## src/rtl/instr_encoder_pkg.sv

```systemverilog
// enc_pkg: shared types and constants for the instruction encoder.
//   fmt_e       format codes carried on in_fmt
//   req_t       latched request fields
//   E_*         err_code values, lowest number wins when several apply
//   *_MIN/*_MAX immediate range limits per format
//   immir_code  maps the RIR immediate set {1,2,4,8,-8,-4,-2,-1} to {hit,code}
// Format code 6 is the halt slot. It is usable only when INSTR_ENC_HLT_GUARD_EN
// is defined and is illegal otherwise. RIR uses code 7.
package enc_pkg;

  typedef enum logic [2:0] {
    F_S13  = 3'd0,
    F_S10  = 3'd1,
    F_RRR  = 3'd2,
    F_RI7  = 3'd3,
    F_RI7U = 3'd4,
    F_RI4  = 3'd5,
    F_HLT  = 3'd6,
    F_RIR  = 3'd7
  } fmt_e;

  typedef struct packed {
    fmt_e        fmt;
    logic [5:0]  opc;
    logic [3:0]  ra;
    logic [3:0]  rb;
    logic [3:0]  rt;
    logic [15:0] imm;
  } req_t;

  localparam logic [2:0] E_NONE  = 3'd0;
  localparam logic [2:0] E_IMM   = 3'd1;
  localparam logic [2:0] E_REG   = 3'd2;
  localparam logic [2:0] E_TGT   = 3'd3;
  localparam logic [2:0] E_IMMIR = 3'd4;
  localparam logic [2:0] E_FMT   = 3'd5;
  localparam logic [2:0] E_SHORT = 3'd6;
  localparam logic [2:0] E_HALT  = 3'd7;

  // word layout: bit15 selects short/long, opcode sits above the operand field
  localparam int LONG_BIT = 15;
  localparam int SOPC_LSB = 13;
  localparam int LOPC_LSB = 9;

  localparam logic signed [15:0] S13_MIN = -16'sd4096;
  localparam logic signed [15:0] S13_MAX =  16'sd4095;
  localparam logic signed [15:0] S10_MIN = -16'sd512;
  localparam logic signed [15:0] S10_MAX =  16'sd511;
  localparam logic signed [15:0] S7_MIN  = -16'sd64;
  localparam logic signed [15:0] S7_MAX  =  16'sd63;
  localparam logic signed [15:0] U7_MAX  =  16'sd127;
  localparam logic signed [15:0] U4_MAX  =  16'sd15;

  localparam logic [15:0] HALT_WORD = 16'hfe00;

  function automatic logic [3:0] immir_code(input logic [15:0] imm);
    case (imm)
      16'h0001: immir_code = 4'b1_000;
      16'h0002: immir_code = 4'b1_001;
      16'h0004: immir_code = 4'b1_010;
      16'h0008: immir_code = 4'b1_011;
      16'hfff8: immir_code = 4'b1_100;
      16'hfffc: immir_code = 4'b1_101;
      16'hfffe: immir_code = 4'b1_110;
      16'hffff: immir_code = 4'b1_111;
      default:  immir_code = 4'b0_000;
    endcase
  endfunction

endpackage

```

## src/rtl/instr_encoder_if.sv

```systemverilog
// instr_encoder_if: request and issue handshakes of the encoder.
//   in_*  request side (valid/ready plus fields)
//   out_* issue side (valid/ready plus encoded word)
// master = producer/consumer environment, slave = encoder.
interface instr_encoder_if;
  logic        in_valid;
  logic        in_ready;
  logic [2:0]  in_fmt;
  logic [5:0]  in_opc;
  logic [3:0]  in_ra;
  logic [3:0]  in_rb;
  logic [3:0]  in_rt;
  logic [15:0] in_imm;
  logic        out_valid;
  logic        out_ready;
  logic [15:0] out_instr;

  modport master (
    output in_valid, in_fmt, in_opc, in_ra, in_rb, in_rt, in_imm, out_ready,
    input  in_ready, out_valid, out_instr
  );
  modport slave (
    input  in_valid, in_fmt, in_opc, in_ra, in_rb, in_rt, in_imm, out_ready,
    output in_ready, out_valid, out_instr
  );
endinterface

```

## src/rtl/instr_encoder_fifo.sv

```systemverilog
// enc_fifo: DEPTH x W output queue, valid/ready on both sides.
//   in_valid/in_ready/in_data     push side; a push is allowed while full if a pop happens in the same cycle
//   out_valid/out_ready/out_data  pop side; out_data reads 0 when empty
// DEPTH must be a power of two and at least 2.
module enc_fifo #(
  parameter int DEPTH = 2,
  parameter int W     = 16
) (
  input  logic         clk,
  input  logic         reset,
  input  logic         in_valid,
  output logic         in_ready,
  input  logic [W-1:0] in_data,
  output logic         out_valid,
  input  logic         out_ready,
  output logic [W-1:0] out_data
);
  localparam int AW = $clog2(DEPTH);

  logic [W-1:0] mem [DEPTH];
  logic [AW:0]  wr_ptr, rd_ptr;
  logic         full, empty, push, pop;

  // extra pointer bit separates full from empty
  assign empty     = (wr_ptr == rd_ptr);
  assign full      = (wr_ptr[AW] != rd_ptr[AW]) && (wr_ptr[AW-1:0] == rd_ptr[AW-1:0]);
  assign out_valid = !empty;
  assign in_ready  = !full || out_ready;
  assign push      = in_valid && in_ready;
  assign pop       = out_valid && out_ready;
  assign out_data  = empty ? '0 : mem[rd_ptr[AW-1:0]];

  always_ff @(posedge clk) begin
    if (push) mem[wr_ptr[AW-1:0]] <= in_data;
  end

  always_ff @(posedge clk) begin
    if (reset) begin
      wr_ptr <= '0;
      rd_ptr <= '0;
    end else begin
      if (push) wr_ptr <= wr_ptr + (AW+1)'(1);
      if (pop)  rd_ptr <= rd_ptr + (AW+1)'(1);
    end
  end
endmodule

```

## src/rtl/instr_encoder.sv

```systemverilog
// instr_encoder: builds 16-bit ISA words from request fields, range-checks
// them and queues them for issue.
//   clk, reset          clock and synchronous active-high reset
//   bus (slave)         request handshake in, encoded word handshake out
//   err                 1-cycle pulse when a request is rejected
//   err_code            reason for the last rejection, held until the next one
//   n_issued, n_err     saturating counts of popped words and rejected requests
// Build option INSTR_ENC_HLT_GUARD_EN: reject any word equal to the halt word
// (code 7) unless the request uses F_HLT, which emits the halt word directly.
module instr_encoder
  import enc_pkg::*;
#(
  parameter int FIFO_DEPTH = 2,
  parameter int CNT_W      = 8
) (
  input  logic             clk,
  input  logic             reset,
  instr_encoder_if.slave   bus,
  output logic             err,
  output logic [2:0]       err_code,
  output logic [CNT_W-1:0] n_issued,
  output logic [CNT_W-1:0] n_err
);
  localparam logic [1:0] S_IDLE  = 2'd0;
  localparam logic [1:0] S_CHECK = 2'd1;
  localparam logic [1:0] S_STALL = 2'd2;

  logic [1:0]         state;
  req_t               req;
  logic [15:0]        word;
  logic [2:0]         code;
  logic               ok, pop, fifo_in_valid, fifo_in_ready;
  logic               bad_imm, bad_reg, bad_tgt, bad_immir, bad_fmt, bad_short;
  logic               ir_hit;
  logic [2:0]         ir_code;
  logic signed [15:0] simm;
  logic [3:0]         rt_m1;

  assign simm  = req.imm;
  assign rt_m1 = req.rt - 4'd1;

  // encode and check the latched request; fields stay put through STALL
  always_comb begin
    word      = '0;
    bad_imm   = 1'b0;
    bad_reg   = 1'b0;
    bad_tgt   = 1'b0;
    bad_immir = 1'b0;
    bad_fmt   = 1'b0;
    bad_short = 1'b0;
    {ir_hit, ir_code} = immir_code(req.imm);
    case (req.fmt)
      F_S13: begin
        bad_imm   = (simm < S13_MIN) || (simm > S13_MAX);
        bad_short = |req.opc[5:2];
        word      = {1'b0, req.opc[1:0], req.imm[12:0]};
      end
      F_S10: begin
        bad_imm   = (simm < S10_MIN) || (simm > S10_MAX);
        bad_reg   = req.rt[3];
        bad_short = |req.opc[5:2];
        word      = {1'b0, req.opc[1:0], req.imm[9:0], req.rt[2:0]};
      end
      F_RRR: begin
        bad_reg = req.ra[3] || req.rb[3] || req.rt[3];
        word    = {1'b1, req.opc, req.ra[2:0], req.rb[2:0], req.rt[2:0]};
      end
      F_RI7: begin
        bad_imm = (simm < S7_MIN) || (simm > S7_MAX);
        bad_tgt = (req.rt < 4'd1) || (req.rt > 4'd4);
        word    = {1'b1, req.opc, req.imm[6:0], rt_m1[1:0]};
      end
      F_RI7U: begin
        bad_imm = (simm < 16'sd0) || (simm > U7_MAX);
        bad_tgt = (req.rt < 4'd1) || (req.rt > 4'd4);
        word    = {1'b1, req.opc, req.imm[6:0], rt_m1[1:0]};
      end
      F_RI4: begin
        bad_imm = (simm < 16'sd0) || (simm > U4_MAX);
        bad_reg = req.rt[3];
        word    = {1'b1, req.opc, req.imm[3:0], 2'b00, req.rt[2:0]};
      end
      F_RIR: begin
        bad_reg   = req.rb[3] || req.rt[3];
        bad_immir = !ir_hit;
        word      = {1'b1, req.opc, ir_code, req.rb[2:0], req.rt[2:0]};
      end
      F_HLT: begin
`ifdef INSTR_ENC_HLT_GUARD_EN
        word = HALT_WORD;
`else
        bad_fmt = 1'b1;
`endif
      end
      default: bad_fmt = 1'b1;
    endcase

    if      (bad_imm)   code = E_IMM;
    else if (bad_reg)   code = E_REG;
    else if (bad_tgt)   code = E_TGT;
    else if (bad_immir) code = E_IMMIR;
    else if (bad_fmt)   code = E_FMT;
    else if (bad_short) code = E_SHORT;
`ifdef INSTR_ENC_HLT_GUARD_EN
    else if (word == HALT_WORD && req.fmt != F_HLT) code = E_HALT;
`endif
    else                code = E_NONE;
  end

  assign ok            = (code == E_NONE);
  assign bus.in_ready  = (state == S_IDLE) && !reset;
  assign fifo_in_valid = (state != S_IDLE) && ok;
  assign pop           = bus.out_valid && bus.out_ready;

  enc_fifo #(.DEPTH(FIFO_DEPTH), .W(16)) u_fifo (
    .clk       (clk),
    .reset     (reset),
    .in_valid  (fifo_in_valid),
    .in_ready  (fifo_in_ready),
    .in_data   (word),
    .out_valid (bus.out_valid),
    .out_ready (bus.out_ready),
    .out_data  (bus.out_instr)
  );

  always_ff @(posedge clk) begin
    if (reset) begin
      state    <= S_IDLE;
      req      <= '0;
      err      <= 1'b0;
      err_code <= E_NONE;
      n_issued <= '0;
      n_err    <= '0;
    end else begin
      err <= 1'b0;
      case (state)
        S_IDLE: if (bus.in_valid) begin
          req   <= '{fmt: fmt_e'(bus.in_fmt), opc: bus.in_opc, ra: bus.in_ra,
                     rb: bus.in_rb, rt: bus.in_rt, imm: bus.in_imm};
          state <= S_CHECK;
        end
        S_CHECK: begin
          if (!ok) begin
            err      <= 1'b1;
            err_code <= code;
            state    <= S_IDLE;
          end else if (fifo_in_ready) begin
            state <= S_IDLE;
          end else begin
            state <= S_STALL;
          end
        end
        S_STALL: if (fifo_in_ready) state <= S_IDLE;
        default: state <= S_IDLE;
      endcase
      if (pop && n_issued != '1) n_issued <= n_issued + CNT_W'(1);
      if (state == S_CHECK && !ok && n_err != '1) n_err <= n_err + CNT_W'(1);
    end
  end
endmodule
```

## src/flat_wrapper.sv

```systemverilog
// flat-port wrapper written by rule: the top's interface ports become plain ports
module instr_encoder_flat import enc_pkg::*;
#(
  parameter int FIFO_DEPTH = 2,
  parameter int CNT_W      = 8
)
  (clk, reset, err, err_code, n_issued, n_err, bus_in_valid, bus_in_fmt, bus_in_opc, bus_in_ra, bus_in_rb, bus_in_rt, bus_in_imm, bus_out_ready, bus_in_ready, bus_out_valid, bus_out_instr);
  instr_encoder_if bus_i ();
  input  logic clk;
  input  logic reset;
  output logic err;
  output logic [2:0] err_code;
  output logic [CNT_W-1:0] n_issued;
  output logic [CNT_W-1:0] n_err;
  input wire logic [$bits(bus_i.in_valid)-1:0] bus_in_valid;
  input wire logic [$bits(bus_i.in_fmt)-1:0] bus_in_fmt;
  input wire logic [$bits(bus_i.in_opc)-1:0] bus_in_opc;
  input wire logic [$bits(bus_i.in_ra)-1:0] bus_in_ra;
  input wire logic [$bits(bus_i.in_rb)-1:0] bus_in_rb;
  input wire logic [$bits(bus_i.in_rt)-1:0] bus_in_rt;
  input wire logic [$bits(bus_i.in_imm)-1:0] bus_in_imm;
  input wire logic [$bits(bus_i.out_ready)-1:0] bus_out_ready;
  output wire logic [$bits(bus_i.in_ready)-1:0] bus_in_ready;
  output wire logic [$bits(bus_i.out_valid)-1:0] bus_out_valid;
  output wire logic [$bits(bus_i.out_instr)-1:0] bus_out_instr;
  assign bus_i.in_valid = bus_in_valid;
  assign bus_i.in_fmt = bus_in_fmt;
  assign bus_i.in_opc = bus_in_opc;
  assign bus_i.in_ra = bus_in_ra;
  assign bus_i.in_rb = bus_in_rb;
  assign bus_i.in_rt = bus_in_rt;
  assign bus_i.in_imm = bus_in_imm;
  assign bus_i.out_ready = bus_out_ready;
  assign bus_in_ready = bus_i.in_ready;
  assign bus_out_valid = bus_i.out_valid;
  assign bus_out_instr = bus_i.out_instr;
  instr_encoder #(.FIFO_DEPTH(FIFO_DEPTH), .CNT_W(CNT_W)) u_core (.clk(clk), .reset(reset), .bus(bus_i), .err(err), .err_code(err_code), .n_issued(n_issued), .n_err(n_err));
endmodule
```

## config.mk

```make
export PLATFORM = sky130hd
export DESIGN_NAME = instr_encoder_flat
export DESIGN_NICKNAME = d
export VERILOG_FILES = /design/src/rtl/instr_encoder_pkg.sv /design/src/rtl/instr_encoder_if.sv /design/src/rtl/instr_encoder_fifo.sv /design/src/rtl/instr_encoder.sv /design/src/flat_wrapper.sv
export SDC_FILE = /design/constraint.sdc
export NUM_CORES = 1
export LEC_CHECK = 0
export CAP_MARGIN = 5
export CELL_PAD_IN_SITES_DETAIL_PLACEMENT = 1
export CELL_PAD_IN_SITES_GLOBAL_PLACEMENT = 1
export CORE_UTILIZATION = 40
export DETAILED_ROUTE_END_ITERATION = 7
export GPL_TIMING_DRIVEN = 0
export PLACE_DENSITY = 0.84
export SYNTH_ARGS = -nofsm -noshare
export SYNTH_HDL_FRONTEND = slang
export SYNTH_SLANG_ARGS = --single-unit
```

## constraint.sdc

```tcl
create_clock -name clk -period 3.3 [get_ports clk]
set_clock_uncertainty 0.05 [all_clocks]
set_input_delay 0.66 -clock clk [delete_from_list [all_inputs] [get_ports clk]]
set_output_delay 0.66 -clock clk [all_outputs]
set_load 0.02 [all_outputs]
```

### After elaboration in Yosys (flattened, before gate mapping)

Memories as Yosys holds them, arrays and structs flattened. A register that Yosys moved wholly into a read port is not among the register bits.
Index checks and enable logic that the tools add are counted.

* memories: 1
* register bits after elaboration: 63
* memory bits (writable): 32
* logic and storage cells: 116
* output and inout port bits: 38

* equal/unequal tests: 24
* reductions and logical operators: 35
* mux-type cells: 25
* add/sub/neg operators: 5
* $lt $le $gt $ge: 11
* bitwise gates (word level): 2

Memory list
* u_core.u_fifo.mem: words 2, bits a word 16, rd ports 1, clocked after memory_dff 1, write ports 1, line instr_encoder_fifo.sv:20 `logic [W-1:0] mem [DEPTH];`

Operators by type and width (count)
* one-hot mux 16 bit (6 select lines): 1
* equality test 16 bit, second input constant: 4
* one-hot mux 4 bit (8 select lines): 1
* two-way mux 3 bit: 6
* adder 8 x 1 -> 8 bit, second input constant: 2
* equality test 16 x 1 -> 1 bit, second input constant: 1
* equality test 16 x 2 -> 1 bit, second input constant: 1
* equality test 16 x 3 -> 1 bit, second input constant: 1
* equality test 16 x 4 -> 1 bit, second input constant: 1
* > comparator 16 x 10 -> 1 bit, second input constant: 1
* > comparator 16 x 13 -> 1 bit, second input constant: 1
* > comparator 16 x 5 -> 1 bit, second input constant: 1
* > comparator 16 x 7 -> 1 bit, second input constant: 1
* > comparator 16 x 8 -> 1 bit, second input constant: 1
* less-than comparator 16 x 1 -> 1 bit, second input constant: 1
* less-than comparator 16 x 10 -> 1 bit, second input constant: 1
* less-than comparator 16 x 13 -> 1 bit, second input constant: 1
* less-than comparator 16 x 7 -> 1 bit, second input constant: 1
* two-way mux 16 bit: 1
* inequality test 8 bit, second input constant: 2
* equality test 3 bit, second input constant: 4
* logical OR 1 bit: 10
* two-way mux 1 bit: 9
* logical AND 1 bit: 8
* 24 further kinds: 41

### Depth between registers and ports, before layout

Gate-level depths: netlist of the first run.

* depth in word-level cells: 14
* mapped depth: 9

### Hierarchy

A second synthesis of the first run with hierarchy kept.

* cell total of the unflattened synthesis: 541
* area, all modules: 4720.8 µm²

Modules (own cells, without submodules)
* instr_encoder: seq. area each 1181.1 µm², area an instance 3211.8 µm², cells an instance 436, instances 1
* enc_fifo: seq. area each 1061.0 µm², area an instance 1508.9 µm², cells an instance 105, instances 1

### Worst setup path before layout of the first run

No wires, ideal clock.

* path type: register to register
* start: register u_core.req (netlist bit u_core.simm[15])
* end: memory u_core.u_fifo.mem[0][0] (enable)
* buffers on the path: 0
* stages on the path, launching flop included: 7
* period minus slack after synthesis: 3.071 ns
* arrival time: 2.637 ns
* required time: 2.866 ns
* setup slack: 0.229 ns
* cells stage by stage: dfxtp_1 or4_4 or4_4 o21bai_4 a21oi_4 nand2_4 nor4_4

* longest elaborated chain between the ends: 13
* elaborated cells on any way between the ends: 35

Ends and longest elaborated chain
* start: declaration: line instr_encoder.sv:29 `req_t req;`
* start signal: assignment: line instr_encoder.sv:138 `req <= '{fmt: fmt_e'(bus.in_fmt), opc: bus.in_opc, ra: bus.in_ra,`
* equality test 16 bit (tied with other cells): line instr_encoder_pkg.sv:57 `case (imm)`
* one-hot mux 4 bit (8 select lines): line instr_encoder_pkg.sv:57
* logical NOT 1 bit: line instr_encoder.sv:85 `bad_immir = !ir_hit;`
* two-way mux 1 bit: line instr_encoder.sv:52 `case (req.fmt)`
* two-way mux 3 bit: line instr_encoder.sv:101 `else if (bad_immir) code = E_IMMIR;`
* two-way mux 3 bit: line instr_encoder.sv:100 `else if (bad_tgt) code = E_TGT;`
* two-way mux 3 bit: line instr_encoder.sv:99 `else if (bad_reg) code = E_REG;`
* two-way mux 3 bit *: line instr_encoder.sv:98 `if (bad_imm) code = E_IMM;`
* logical NOT 3 bit *: line instr_encoder.sv:110 `assign ok = (code == E_NONE);`
* logical AND 1 bit *: line instr_encoder.sv:112 `assign fifo_in_valid = (state != S_IDLE) && ok;`
* logical AND 1 bit *: line instr_encoder_fifo.sv:29 `assign push = in_valid && in_ready;`
* two-way mux 1 bit *: line instr_encoder_fifo.sv:34 `if (push) mem[wr_ptr[AW-1:0]] <= in_data;`
* two-way mux 1 bit (not written as such) *: line instr_encoder_fifo.sv:34
* end: declaration: line instr_encoder_fifo.sv:20

Mark *: on every way between the ends. The rest lies on a longest branch, timed or not.

### Worst setup path in the final report of the first run

* start: input port reset
* end: output port bus_in_ready

* longest elaborated chain between the ends: 2

Ends and longest elaborated chain
* start: declaration: line flat_wrapper.sv:10 `input logic reset;`
* logical NOT 1 bit: line instr_encoder.sv:111 `assign bus.in_ready = (state == S_IDLE) && !reset;`
* logical AND 1 bit: line instr_encoder.sv:111
* end: declaration: line flat_wrapper.sv:23 `output wire logic [$bits(bus_i.in_ready)-1:0] bus_in_ready;`

No other way between the ends.

==> results.toml, run 1 <==
[finish]
layout.cells.non_filler = 763
nNetsFinal = 660
syn_to_final_growth_pct = 28.0
drive_above_1_share_pct = 6.77
diodes = 0
fillers = 1325
postLayoutCellArea_um2 = 6050

[global_route]
grtUsageTotal_pct = 22.6
antenna_found_initial = 0
grt_pass1_wl_um = 22100
grt_max_degree = 17
grt_overflow = 0
grt_pass1_vias = 4270

[power]
power_w = 0.00298
pwr-share-comb_pct = 19.9
p_sw_w = 0.000824
pwr-share-clk_pct = 35.7
cellInternalPower_w = 0.00216
power_leakage_nw = 2.09
swShare_pct = 27.6
ir_worst_vdd_mv = 0.263
power.share.sequential_pct = 44.4
power.density_nw_per_um2 = 493

[sta]
post-route-period-util_pct = 93.5
relSlewSlack_pct = 29.6
report.final.slew_viol_count = 0
period_needed_ps = 3090
tightest_slew_ps = 1050
final-setup-viol-count = 0
max_freq_ghz = 0.324
finalHoldViolations = 0
rsz0062_at_grt = "false"

[synthesis]
synth_cells = 523
ys_seq_elements = 96
synth.area.top_cells = "dfxtp_1 (27%), edfxtp_1 (20%), nand2_1 (7.7%)"
seq_area_frac_synth_pct = 47.4
synthArstFlopShare_pct = 0
synth_area_leader_cell = "dfxtp_1"
dominantRegCellSynth = "dfxtp_1"
synth_edf_count = 32
yosys-top-cells-count = "nand2_1 (97), dfxtp_1 (64), a21oi_1 (55), nor2_1 (53), edfxtp_1 (32)"
synth.cell_area_um2 = 4730
syn_nets = 568
postSynthAreaPerCell_um2 = 9.04
synth_top_area_share_pct = 27.1
yosysMostFrequentCell = "nand2_1"
ys.warnings.count = 0
yosysUniqueCellTypes = 64

[worst_setup_path]
max_stage_delay_ps = 660
crit_top_cell = "clkdlybuf4s50_1"
required_ps = 2590
path_class = "in2out"
slowest_stage = "clkdlybuf4s50_1"
worstPathMaxFanout = 10
worstPathArrival_ps = 2380
path_cells = "clkdlybuf4s50_1, clkbuf_1, nor3_1, clkdlybuf4s50_1"
end_kind = "primary output"
start_kind = "input port"
cp_top_family = "buffers and inverters"
worst-path-buf-inv = 3

[clock_network]
clk_latency_ps = 350
hold_buffers = 0
cts_made_buffers = 9
root_buffer = "clkbuf_16"
clockBufferDepth = 2
clock-sinks = 96
htree_levels = 3
cts_tree = "done"
path_clk_slew_ps = 70

[placement]
dpl_cell_area_um2 = 5690
dp.cells = 744
numPortBuffers = 78
place.gp.congestion = 0.861
hpwl_um = 9900

[route]
drt-pass1-iter-count = 4
vias_per_cell = 5.43
num_vias = 4144
remaining_drc_errors = 0
ant_nets = 0
drt-initial-drc-count = 203
wirelength_um = 13300
wl_per_cell_um = 17.5

[die]
start_util_pct = 41.2
std_cell_rows = 39
die_h_um = 111
die_area_um2 = 12300
die-width_um = 111
pin_count = 79
core_area_um2 = 11500

[status]
status = "finished, final reports clean"

[run]
maxCapViolCount = 0

[worst_hold_path]
hold_path.class = "reg2reg"
## cell families after synthesis
logic type	after synthesis	synth area share, %
buffers and inverters	38	3.68
flip-flops	96	47.4
multiplexers	29	6.22
adder cells (fa/ha/maj)	4	1.06
AND/OR/NAND/NOR	223	22.7
AO/OA/AOI/OAI	116	15.7
XOR/XNOR	17	3.15
## layout by cell type, fill, tap and decap left out, drive strengths merged, types with 4 or more instances in the layout
cell / count
a21oi: 56
a31oi: 4
buf: 11
clkbuf: 34
clkdlybuf4s50: 78
dfxtp: 64
edfxtp: 32
ha: 4
inv: 7
mux2i: 26
nand2: 98
nand2b: 5
nand3: 19
nand4: 4
nor2: 53
nor2b: 8
nor3: 7
nor4: 6
o21ai: 23
or3: 6
xnor2: 8
xor2: 9
## final timing paths
kind / startpoint / end / slack [ps] / cells past startpoint
worst max-delay path: reset / bus_in_ready / 210 / 4
worst max register to register: u_core.req[16] / u_core.u_fifo.mem[0][12] / 220 / 9
worst min register to register: u_core.req[27] / u_core.req[27] / 420 / 2
worst min-delay path: u_core.req[27] / u_core.req[27] / 420 / 2
## metal layers
layer / vias to the layer above / track usage, % / routed length [um]
met3: 13 / 2.84 / 352
li1: 2039 / - / -
met1: 2023 / 30.0 / 6130
met5: - / 0 / 0
met4: 0 / 5.87 / 189
met2: 69 / 38.8 / 6650
## power groups by stage
stage	Sequential (W)	Combinational (W)	Clock (W)
CTS	0.00133	0.000594	0.00108
floorplan	0.00134	0.000360	0
detailed placement	0.00135	0.000582	0
global route	0.00133	0.000645	0.00113
finish	0.00133	0.000593	0.00107
global placement	0.00135	0.000562	0
## worst reg2reg max path, delay by kind of cell, from the launching register on
kind | cells | cell delay (ps)
DFF | 1 | 400
adders and majority gates | 1 | 210
and+or+nand+nor | 4 | 1140
AOI/OAI and AO/OA | 2 | 670
buffers and inverters | 2 | 310
## through the flow
step	setup slack [ps]	hold slack, ps	setup TNS [ps]	utilization [%]
after floorplan	229	386	0	-
after global placement	-314	402	-6490	49.6
after detailed placement	-389	403	-8400	49.6
after CTS	57.7	428	0	52.7
after global routing	14.6	437	0	52.8
final	213	423	0	52.8
## what timing repair did
item / 4_1_cts / 5_1_grt
buffers inserted: 3 / 0
pin swaps: 2 / 0
setup endpoints to repair: 38 / 26
hold endpoints to repair: 0 / 0
gates resized for setup: 1 / 2
## registers in the layout, indices dropped and copies added, names as in the netlist, 2 cells and up, named ones only
signal and cells:
u_core.u_fifo.rd_ptr 2, u_core.simm 16, u_core.n_err 8, u_core.state 2, u_core.req 21, u_core.u_fifo.wr_ptr 2
u_core.err_code 3, u_core.u_fifo.mem 32, u_core.n_issued 8
## final cells by class
cell class,instances,area [um^2],share of cell area (%)
plain buffers,31,149,2.46
clock buffers,11,253,4.18
clock inverters,5,55.1,0.909
inverters,7,26.3,0.434
multi-input cells,389,2320,38.3
flip-flops and latches,96,2240,37.0
well taps,143,179,2.96
repair buffers,81,828,13.7
(Power assumes the default switching activity.)
==> run 2: changes to the inputs <==
- CORE_UTILIZATION: 40 -> 43
- PLACE_DENSITY: 0.84 -> 0.89
- clock period: 3.3 -> 3.9 ns (I/O delays scaled with it)
==> run 2 against run 1 <==
Register-to-register slack got worse by 120 ps. Power down 26%. Final cell count decreased by 1.3%. Routed wire length increased by 3.3%. Core utilization rose by 2.8 points. Clock power shrank 45%. Final area fell by 3.5%. Via count is 1.7% higher. Setup slack lost 110 ps. First-iteration DRC count fell by 33%. Sequential cell count did not move. Critical path type is now reg2reg. Largest cell class unchanged.
==> results.toml, run 2 (synthesized netlist as in run 1, its figures left out) <==
[worst_setup_path]
ff2ff_path_depth = 6
cp-startpoint = "u_core.simm[12]"
path_cells = "or4_4, nor4_1, o311ai_1, nor4b_4, nand2_4, nor4_4"
crit_end = "u_core.u_fifo.mem[0][14]"
reg2reg_setup_slack_ps = 100
worstPathMaxFanout = 17
worstPathArrival_ps = 3750
slowest_stage = "nor4_4"
max_stage_delay_ps = 1030
end_kind = "register"
start_kind = "register"
worst-path-stages = 6
timing.rr.end = "u_core.u_fifo.mem[0][14]"
cp_top_family = "simple AND/OR/NAND/NOR gates"
path_class = "reg2reg"
required_ps = 3850
worst-path-buf-inv = 0
r2r_start = "u_core.simm[12]"

[route]
num_vias = 4213
drt-initial-drc-count = 135
vias_per_cell = 5.59
drt-pass1-iter-count = 4
wl_per_cell_um = 18.3
remaining_drc_errors = 0
wirelength_um = 13800
ant_nets = 0

[finish]
nNetsFinal = 657
drive_above_1_share_pct = 5.67
layout_commonest_cell = "nand2_1"
final_util_pct = 55.6
largest_register_ff_count = 32
mostFrequentLayoutCells = "nand2_1 (97), clkdlybuf4s50_1 (78), dfxtp_1 (64), a21oi_1 (55), nor2_1 (53)"
diodes = 0
syn_to_final_growth_pct = 23.6

[global_route]
grt_max_degree = 18
grt_pass1_vias = 4504
grtUsageTotal_pct = 25.4
grt_overflow = 0
antenna_found_initial = 0
grt_pass1_wl_um = 22400

[die]
die_h_um = 107
core_area_um2 = 10500
die_area_um2 = 11400
pin_count = 79
start_util_pct = 45.0
std_cell_rows = 37
die-width_um = 107

[placement]
place.gp.congestion = 0.877
hpwl_um = 10600
numPortBuffers = 78

[clock_network]
htree_levels = 3
cts_made_buffers = 9
cts_resized = 0
clockBufferDepth = 2
cts_tree = "done"
hold_buffers = 0
path_clk_slew_ps = 90
clock-sinks = 96
post-cts-setup-buffer-count = 0
clk_latency_ps = 390
root_buffer = "clkbuf_8"

[sta]
finalHoldViolations = 0
report.final.slew_viol_count = 0
final.setup.tns_ps = 0
rsz0062_at_grt = "false"
period_needed_ps = 3800
post-route-period-util_pct = 97.4
tightest_slew_ps = 1190
relSlewSlack_pct = 20.3
final-setup-viol-count = 0
max_freq_ghz = 0.263

[power]
power_leakage_nw = 2.00
power.density_nw_per_um2 = 378
ir_worst_vdd_mv = 0.216
power_w = 0.00221

[status]
status = "finished, final reports clean"

[run]
maxCapViolCount = 0

[worst_hold_path]
hold_path.class = "reg2reg"
[run 2: changes by cell type in the layout (fill, tap and decap cells not counted), sizes merged]
cell      previous run  this run
clkinvlp             1         2
bufinv               1         0
clkinv               3         2
buf                 11         8
inv                  7         8
[run 2: power breakdown]
| group | leakage (nW) | switching (W) | total (W) | internal, W |
|---|---|---|---|---|
| clock network | 0.0797 | 0.000356 | 0.000588 | 0.000232 |
| registers | 0.825 | 0.0000393 | 0.00112 | 0.00108 |
| logic | 1.09 | 0.000291 | 0.000501 | 0.000210 |
[run 2: worst min path at each step]
| stage | slack, ps | cells after the start | end | startpoint |
|---|---|---|---|---|
| floorplan | 390 | 2 | u_core.req[24] | u_core.req[24] |
| global placement | 400 | 1 | u_core.err_code[0] | u_core.err_code[0] |
| detailed placement | 390 | 1 | u_core.err_code[0] | u_core.err_code[0] |
| CTS | 430 | 1 | u_core.err_code[0] | u_core.err_code[0] |
| global route | 440 | 1 | u_core.err_code[0] | u_core.err_code[0] |
| finish | 420 | 1 | u_core.err_code[0] | u_core.err_code[0] |
[run 2: area by class of cell]
class	instances	area, um^2
Timing Repair Buffer	78	781
Buffer	31	148
Fill cell	1253	4660
Clock buffer	11	131
Tap cell	136	170
Multi-Input combinational cell	389	2310
Inverter	7	26.3
Sequential cell	96	2240
Clock inverter	5	33.8
[run 2: stage by stage]
step,setup slack (ps),hold WS (ps),cell area (um^2),instances
finish,103,417,5840,753
global route,30.9,437,5840,753
CTS,150,426,5840,753
detailed placement,168,393,5680,737
global placement,307,402,5680,737
floorplan,829,386,4730,523
[run 2: routing by layer]
layer / track usage, % / share of wire (%) / wire length, um / vias up
li1: - / - / - / 2022
met4: 12.2 / 2.5 / 343 / 0
met1: 30.9 / 42 / 5810 / 2062
met2: 44.4 / 51 / 7060 / 97
met5: 0 / 0 / 0 / -
met3: 3.28 / 4.0 / 552 / 32
